--- config.mk ---
export PLATFORM = sky130hd
export DESIGN_NAME = fetch_stage
export DESIGN_NICKNAME = d
export VERILOG_FILES = /design/src/rtl/mips_pkg.sv /design/src/rtl/fetch_skid.sv /design/src/rtl/fetch_stage.sv
export SDC_FILE = /design/constraint.sdc
export NUM_CORES = 1
export LEC_CHECK = 0
export ABC_AREA = 1
export CELL_PAD_IN_SITES_DETAIL_PLACEMENT = 0
export CELL_PAD_IN_SITES_GLOBAL_PLACEMENT = 1
export CORE_ASPECT_RATIO = 1.2
export CORE_UTILIZATION = 37
export DETAILED_ROUTE_END_ITERATION = 12
export PLACE_DENSITY_LB_ADDON = 0.08
export SETUP_SLACK_MARGIN = 0.05
export SLEW_MARGIN = 20
export SYNTH_ARGS = -nofsm -noshare
export SYNTH_HDL_FRONTEND = slang
export SYNTH_SLANG_ARGS = --single-unit
--- constraint.sdc ---
create_clock -name clk -period 6.5 [get_ports clk]
set_input_delay 0.975 -clock clk [delete_from_list [all_inputs] [get_ports clk]]
set_output_delay 0.975 -clock clk [all_outputs]
set_load 0.02 [all_outputs]
--- src/rtl/mips_pkg.sv ---
// Shared definitions for the MIPS front end.
// Contents: opcode constants, NOP word, default reset PC, fetch state encoding,
// and the J-type target helper.
package mips_pkg;

  localparam logic [5:0] OP_R    = 6'd0;
  localparam logic [5:0] OP_J    = 6'd2;
  localparam logic [5:0] OP_BEQ  = 6'd4;
  localparam logic [5:0] OP_ADDI = 6'd8;
  localparam logic [5:0] OP_LW   = 6'd35;
  localparam logic [5:0] OP_SW   = 6'd43;

  // sll $0,$0,0
  localparam logic [31:0] NOP_WORD = 32'h0000_0000;

  localparam logic [31:0] RESET_PC_DEFAULT = 32'h0000_0000;

  typedef enum logic {
    FETCH = 1'b0,
    FULL  = 1'b1
  } fetch_state_e;

  // J-type destination: upper nibble of PC+4, 26-bit index, word aligned.
  function automatic logic [31:0] jump_target(input logic [31:0] pc4, input logic [31:0] instr);
    return {pc4[31:28], instr[25:0], 2'b00};
  endfunction

endpackage

--- src/rtl/fetch_skid.sv ---
// One-entry holding buffer for an instruction word and its PC+4.
// Ports:
//   i_clk, i_rst          clock, async active-high reset
//   i_load                capture i_instr/i_pc4, mark valid
//   i_drain               entry consumed, mark empty
//   i_flush               discard entry (wins over load/drain)
//   i_instr, i_pc4        data to capture
//   o_valid, o_instr, o_pc4  buffered entry
module fetch_skid (
  input  logic        i_clk,
  input  logic        i_rst,
  input  logic        i_load,
  input  logic        i_drain,
  input  logic        i_flush,
  input  logic [31:0] i_instr,
  input  logic [31:0] i_pc4,
  output logic        o_valid,
  output logic [31:0] o_instr,
  output logic [31:0] o_pc4
);

  logic        r_valid;
  logic [31:0] r_instr;
  logic [31:0] r_pc4;

  always_ff @(posedge i_clk or posedge i_rst) begin
    if (i_rst) begin
      r_valid <= 1'b0;
      r_instr <= 32'h0;
      r_pc4   <= 32'h0;
    end else if (i_flush) begin
      r_valid <= 1'b0;
    end else if (i_load) begin
      r_valid <= 1'b1;
      r_instr <= i_instr;
      r_pc4   <= i_pc4;
    end else if (i_drain) begin
      r_valid <= 1'b0;
    end
  end

  assign o_valid = r_valid;
  assign o_instr = r_instr;
  assign o_pc4   = r_pc4;

endmodule

--- src/rtl/fetch_stage.sv ---
// MIPS instruction fetch stage: owns the PC, issues instruction-memory requests,
// holds the IF/ID register with a one-entry skid buffer, applies branch/jump redirects.
// Ports:
//   clk, rst                       clock, async active-high reset
//   imem_req, imem_addr            fetch request / address (= pc)
//   imem_rdata, imem_ready         returned word, completes the current address
//   stall                          downstream cannot take if_instr this cycle
//   branch_taken, branch_target    redirect pulse from EX
//   jump                           decoder Jump bit for if_instr
//   if_valid, if_instr, if_pc4     IF/ID register
//   op                             if_instr[31:26] to the control decoder
module fetch_stage
  import mips_pkg::*;
#(
  parameter logic [31:0] RESET_PC = RESET_PC_DEFAULT,
  parameter int unsigned ADDR_W   = 32
) (
  input  logic              clk,
  input  logic              rst,
  output logic              imem_req,
  output logic [ADDR_W-1:0] imem_addr,
  input  logic [31:0]       imem_rdata,
  input  logic              imem_ready,
  input  logic              stall,
  input  logic              branch_taken,
  input  logic [ADDR_W-1:0] branch_target,
  input  logic              jump,
  output logic              if_valid,
  output logic [31:0]       if_instr,
  output logic [ADDR_W-1:0] if_pc4,
  output logic [5:0]        op
);

  fetch_state_e r_state, w_state_nxt;
  logic [31:0]  r_pc, w_pc_nxt;
  logic         r_if_valid, w_if_valid_nxt;
  logic [31:0]  r_if_instr, w_if_instr_nxt;
  logic [31:0]  r_if_pc4, w_if_pc4_nxt;

  logic [31:0]  w_pc4;
  logic         w_jump_eff;
  logic         w_redirect;
  logic [31:0]  w_target;

  logic         w_skid_load, w_skid_drain, w_skid_flush;
  logic         w_skid_valid;
  logic [31:0]  w_skid_instr, w_skid_pc4;

  // Wraps modulo 2^32 by construction.
  assign w_pc4      = r_pc + 32'd4;
  assign w_jump_eff = jump && r_if_valid && !stall;
  assign w_redirect = branch_taken || w_jump_eff;
  assign w_target   = branch_taken ? branch_target : jump_target(r_if_pc4, r_if_instr);

  always_comb begin
    w_state_nxt    = r_state;
    w_pc_nxt       = r_pc;
    w_if_valid_nxt = r_if_valid;
    w_if_instr_nxt = r_if_instr;
    w_if_pc4_nxt   = r_if_pc4;
    w_skid_load    = 1'b0;
    w_skid_drain   = 1'b0;
    w_skid_flush   = 1'b0;

    if (w_redirect) begin
      // Redirect overrides everything; same-cycle memory data is dropped.
      w_pc_nxt       = {w_target[31:2], 2'b00};
      w_if_valid_nxt = 1'b0;
      w_skid_flush   = 1'b1;
      w_state_nxt    = FETCH;
    end else begin
      unique case (r_state)
        FETCH: begin
          if (imem_ready) begin
            w_pc_nxt = w_pc4;
            if (!r_if_valid || !stall) begin
              w_if_instr_nxt = imem_rdata;
              w_if_pc4_nxt   = w_pc4;
              w_if_valid_nxt = 1'b1;
            end else begin
              // IR occupied and held: park the word and stop requesting.
              w_skid_load = 1'b1;
              w_state_nxt = FULL;
            end
          end else if (!stall) begin
            w_if_valid_nxt = 1'b0;
          end
        end
        FULL: begin
          if (!stall && w_skid_valid) begin
            w_if_instr_nxt = w_skid_instr;
            w_if_pc4_nxt   = w_skid_pc4;
            w_if_valid_nxt = 1'b1;
            w_skid_drain   = 1'b1;
            w_state_nxt    = FETCH;
          end
        end
        default: w_state_nxt = FETCH;
      endcase
    end
  end

  always_ff @(posedge clk or posedge rst) begin
    if (rst) begin
      r_state    <= FETCH;
      r_pc       <= RESET_PC;
      r_if_valid <= 1'b0;
      r_if_instr <= NOP_WORD;
      r_if_pc4   <= 32'h0;
    end else begin
      r_state    <= w_state_nxt;
      r_pc       <= w_pc_nxt;
      r_if_valid <= w_if_valid_nxt;
      r_if_instr <= w_if_instr_nxt;
      r_if_pc4   <= w_if_pc4_nxt;
    end
  end

  fetch_skid u_skid (
    .i_clk   (clk),
    .i_rst   (rst),
    .i_load  (w_skid_load),
    .i_drain (w_skid_drain),
    .i_flush (w_skid_flush),
    .i_instr (imem_rdata),
    .i_pc4   (w_pc4),
    .o_valid (w_skid_valid),
    .o_instr (w_skid_instr),
    .o_pc4   (w_skid_pc4)
  );

  assign imem_req  = (r_state == FETCH) && !rst;
  assign imem_addr = r_pc;
  assign if_valid  = r_if_valid;
  // An empty IR presents a NOP to the decoder.
  assign if_instr  = r_if_valid ? r_if_instr : NOP_WORD;
  assign if_pc4    = r_if_pc4;
  assign op        = if_instr[31:26];

endmodule

==> reports/results.ini <==
[yosys]
synth_cell_type_count=37
synth.avg_cell_area_um2=7.46
synth_xor_area_share_pct=1.40
synth_top_family_by_area=simple AND/OR/NAND/NOR gates
synth_mux_area_share_pct=0.123
async_flop_share_pct=100
yosys.area_share.simple_pct=29.4
synth_fa_ha_area_share_pct=0.153
synth-seq-cells=157
synth_area_leaders=dfrtp_1, nand2_1, nor2_1, inv_1, o21ai_0
synth_cells=1094
synth_edf_count=0
yosysWarnings=0
synth_top_area_share_pct=48.2
seq_area_frac_synth_pct=48.2
syn_area_um2=8160
post-synth-top-count-cell=nand2_1
yosys-top-cells-count=nand2_1, dfrtp_1, nor2_1, inv_1, o21ai_0
yosysTopAreaCell=dfrtp_1
synth_compound_gate_area_share_pct=12.3
ys_dominant_reg_cell=dfrtp_1

[route]
viasPerCell=4.85
wl_met2_um=12100
wl_per_cell_um=16.1
met1_length_um=11000
wl_met3_um=1090
num_vias=7343
drtIter0Drc=483
ant_nets=0
drc=0
highest_layer=met4
drt-total-wl_um=24400
firstDrtPassIters=5

[placed_design]
dpl_cell_area_um2=9900
place_hpwl_um=16700
place.gp.congestion=0.880
io_buffers=167

[cells_and_area]
finalInstanceArea_um2=10500
fillCellCount=2219
drive_above_1_share_pct=4.84
areaGrowthSynthToFinish_pct=29.1
nets=1298
num_antenna_cells=0

[clocking]
htree_levels=4
clkTransAtPathRegs_ns=0.07
clock_latency_ns=0.43
cts.root.buffer_cell=clkbuf_16
post_cts_buffers=0
cts_buffers=17
clock_sink_count=157
cts_buffer_depth=2
cts_tree=done
cts_resized=0
cts_hold_buf=0

[critical_path]
startpoint_type=input pin
cp.arrival_ns=4.15
path_class=input pin to register
crit_fanout=53
cp.required_ns=6.84
cp-end-kind=register

[die]
die_h_um=165
die_x_um=138
rows=59
die_area_um2=22600
start_util_pct=37.7
core_um2=21600
io_pins=174

[power]
power_mw=3.43
p_leak_nw=5.03
p_per_area_nw_per_um2=325
ir_worst_vdd_uv=188

[sta]
final_hold_viol_count=0
worst_pin_slew_ns=0.927
period_share_pct=58.6
max_freq_mhz=262
drv_slew=0
setup_violations=0
skew_ns=0.0109
setup_tns_ns=0
grt_setup_unrepaired=false
slew_headroom_pct=38.1
fin_crit_ns=3.81

[global_routing]
antenna_found_initial=1
grt_use_total_pct=22.5
grt_pass1_wl_um=38300
grt_max_degree=66
grt_pass1_vias=6886
grt_remaining_overflow=0

[min_path]
min_path_type=register to register

[outcome]
status=complete, no violations

[flow_run]
drv_cap=0

-- report_power, final --
part | switching (mW) | internal (mW) | leakage, nW | total, mW
clock | 0.424 | 0.656 | 0.297 | 1.08
sequential | 0.187 | 1.24 | 1.89 | 1.42
combinational | 0.520 | 0.401 | 2.85 | 0.921
-- flip-flops by register name, indices dropped and copies added (netlist names) --
name,cells
u_skid.o_valid,1
u_skid.o_instr,32
r_if_instr,32
imem_addr,30
r_state,1
u_skid.o_pc4,30
if_valid,1
if_pc4,30
-- worst max-delay path: stages --
cell	delay [ns]
clkdlybuf4s50_1	0.39
buf_4	0.28
nor2_8	0.46
nand3_4	0.60
inv_2	0.82
buf_4	0.37
o211ai_1	0.11
o21ai_0	0.10
-- placed cells by master, fill, tap and decap left out, types with 6 or more instances in the layout --
master and instances:
nand2_1 413, clkdlybuf4s50_1 167, dfrtp_1 156, nor2_1 116, inv_1 82, o21ai_0 59
a21oi_1 56, nand3_1 37, a31oi_1 37, clkbuf_16 17, a211oi_1 12, xor2_1 10
buf_4 10, nor2_4 6
-- path summary, 6_finish.rpt --
path	startpoint	end	slack, ns	depth (start not counted)
max	branch_taken	r_if_instr[6]	2.69	8
min	u_skid.o_instr[2]	u_skid.o_instr[2]	0.47	2
max reg2reg	if_valid	r_if_instr[6]	3.09	9
min reg2reg	u_skid.o_instr[2]	u_skid.o_instr[2]	0.47	2
max in group asynchronous	rst	imem_addr[30]	4.39	3
min in group asynchronous	rst	u_skid.o_pc4[21]	1.01	2
-- kinds of logic (layout without fill, tap and decap cells) --
logic type                 count (synthesis)  in the layout
xor gates and xnor gates                  13             13
muxes                                      1              1
AOI/OAI and AO/OA                        177            177
other                                      1              4
adders and majority gates                  1              1
buffers and inverters                    153            295
and+or+nand+nor                          591            591
DFF                                      157            157
-- final cells by class --
| class | instances | area (µm²) | area share, % |
|---|---|---|---|
| clock inverter | 12 | 186 | 1.77 |
| tap | 274 | 343 | 3.26 |
| multi-input combinational | 787 | 3550 | 33.7 |
| timing repair buffer | 177 | 1750 | 16.6 |
| inverter | 87 | 333 | 3.16 |
| sequential | 157 | 3930 | 37.3 |
| clock buffer | 19 | 443 | 4.21 |
-- metrics by stage --
step / utilization [%] / std cells / hold WS (ns) / setup WS (ns)
5_1_grt: 48.7 / 1513 / 0.494 / 2.46
6_report: 48.7 / 1513 / 0.473 / 2.69
2_1_floorplan: - / 1097 / 0.442 / 1.29
3_3_place_gp: 45.8 / 1482 / 0.453 / 2.19
3_5_place_dp: 45.8 / 1482 / 0.458 / 2.18
4_1_cts: 48.7 / 1513 / 0.474 / 2.62
-- per-layer routing --
layer | GRT usage, % | up-vias
li1 | - | 3725
met1 | 29.7 | 3429
met2 | 37.4 | 176
met3 | 4.30 | 13
met4 | 6.09 | 0
met5 | 0 | -
(Power assumes the default switching activity.)
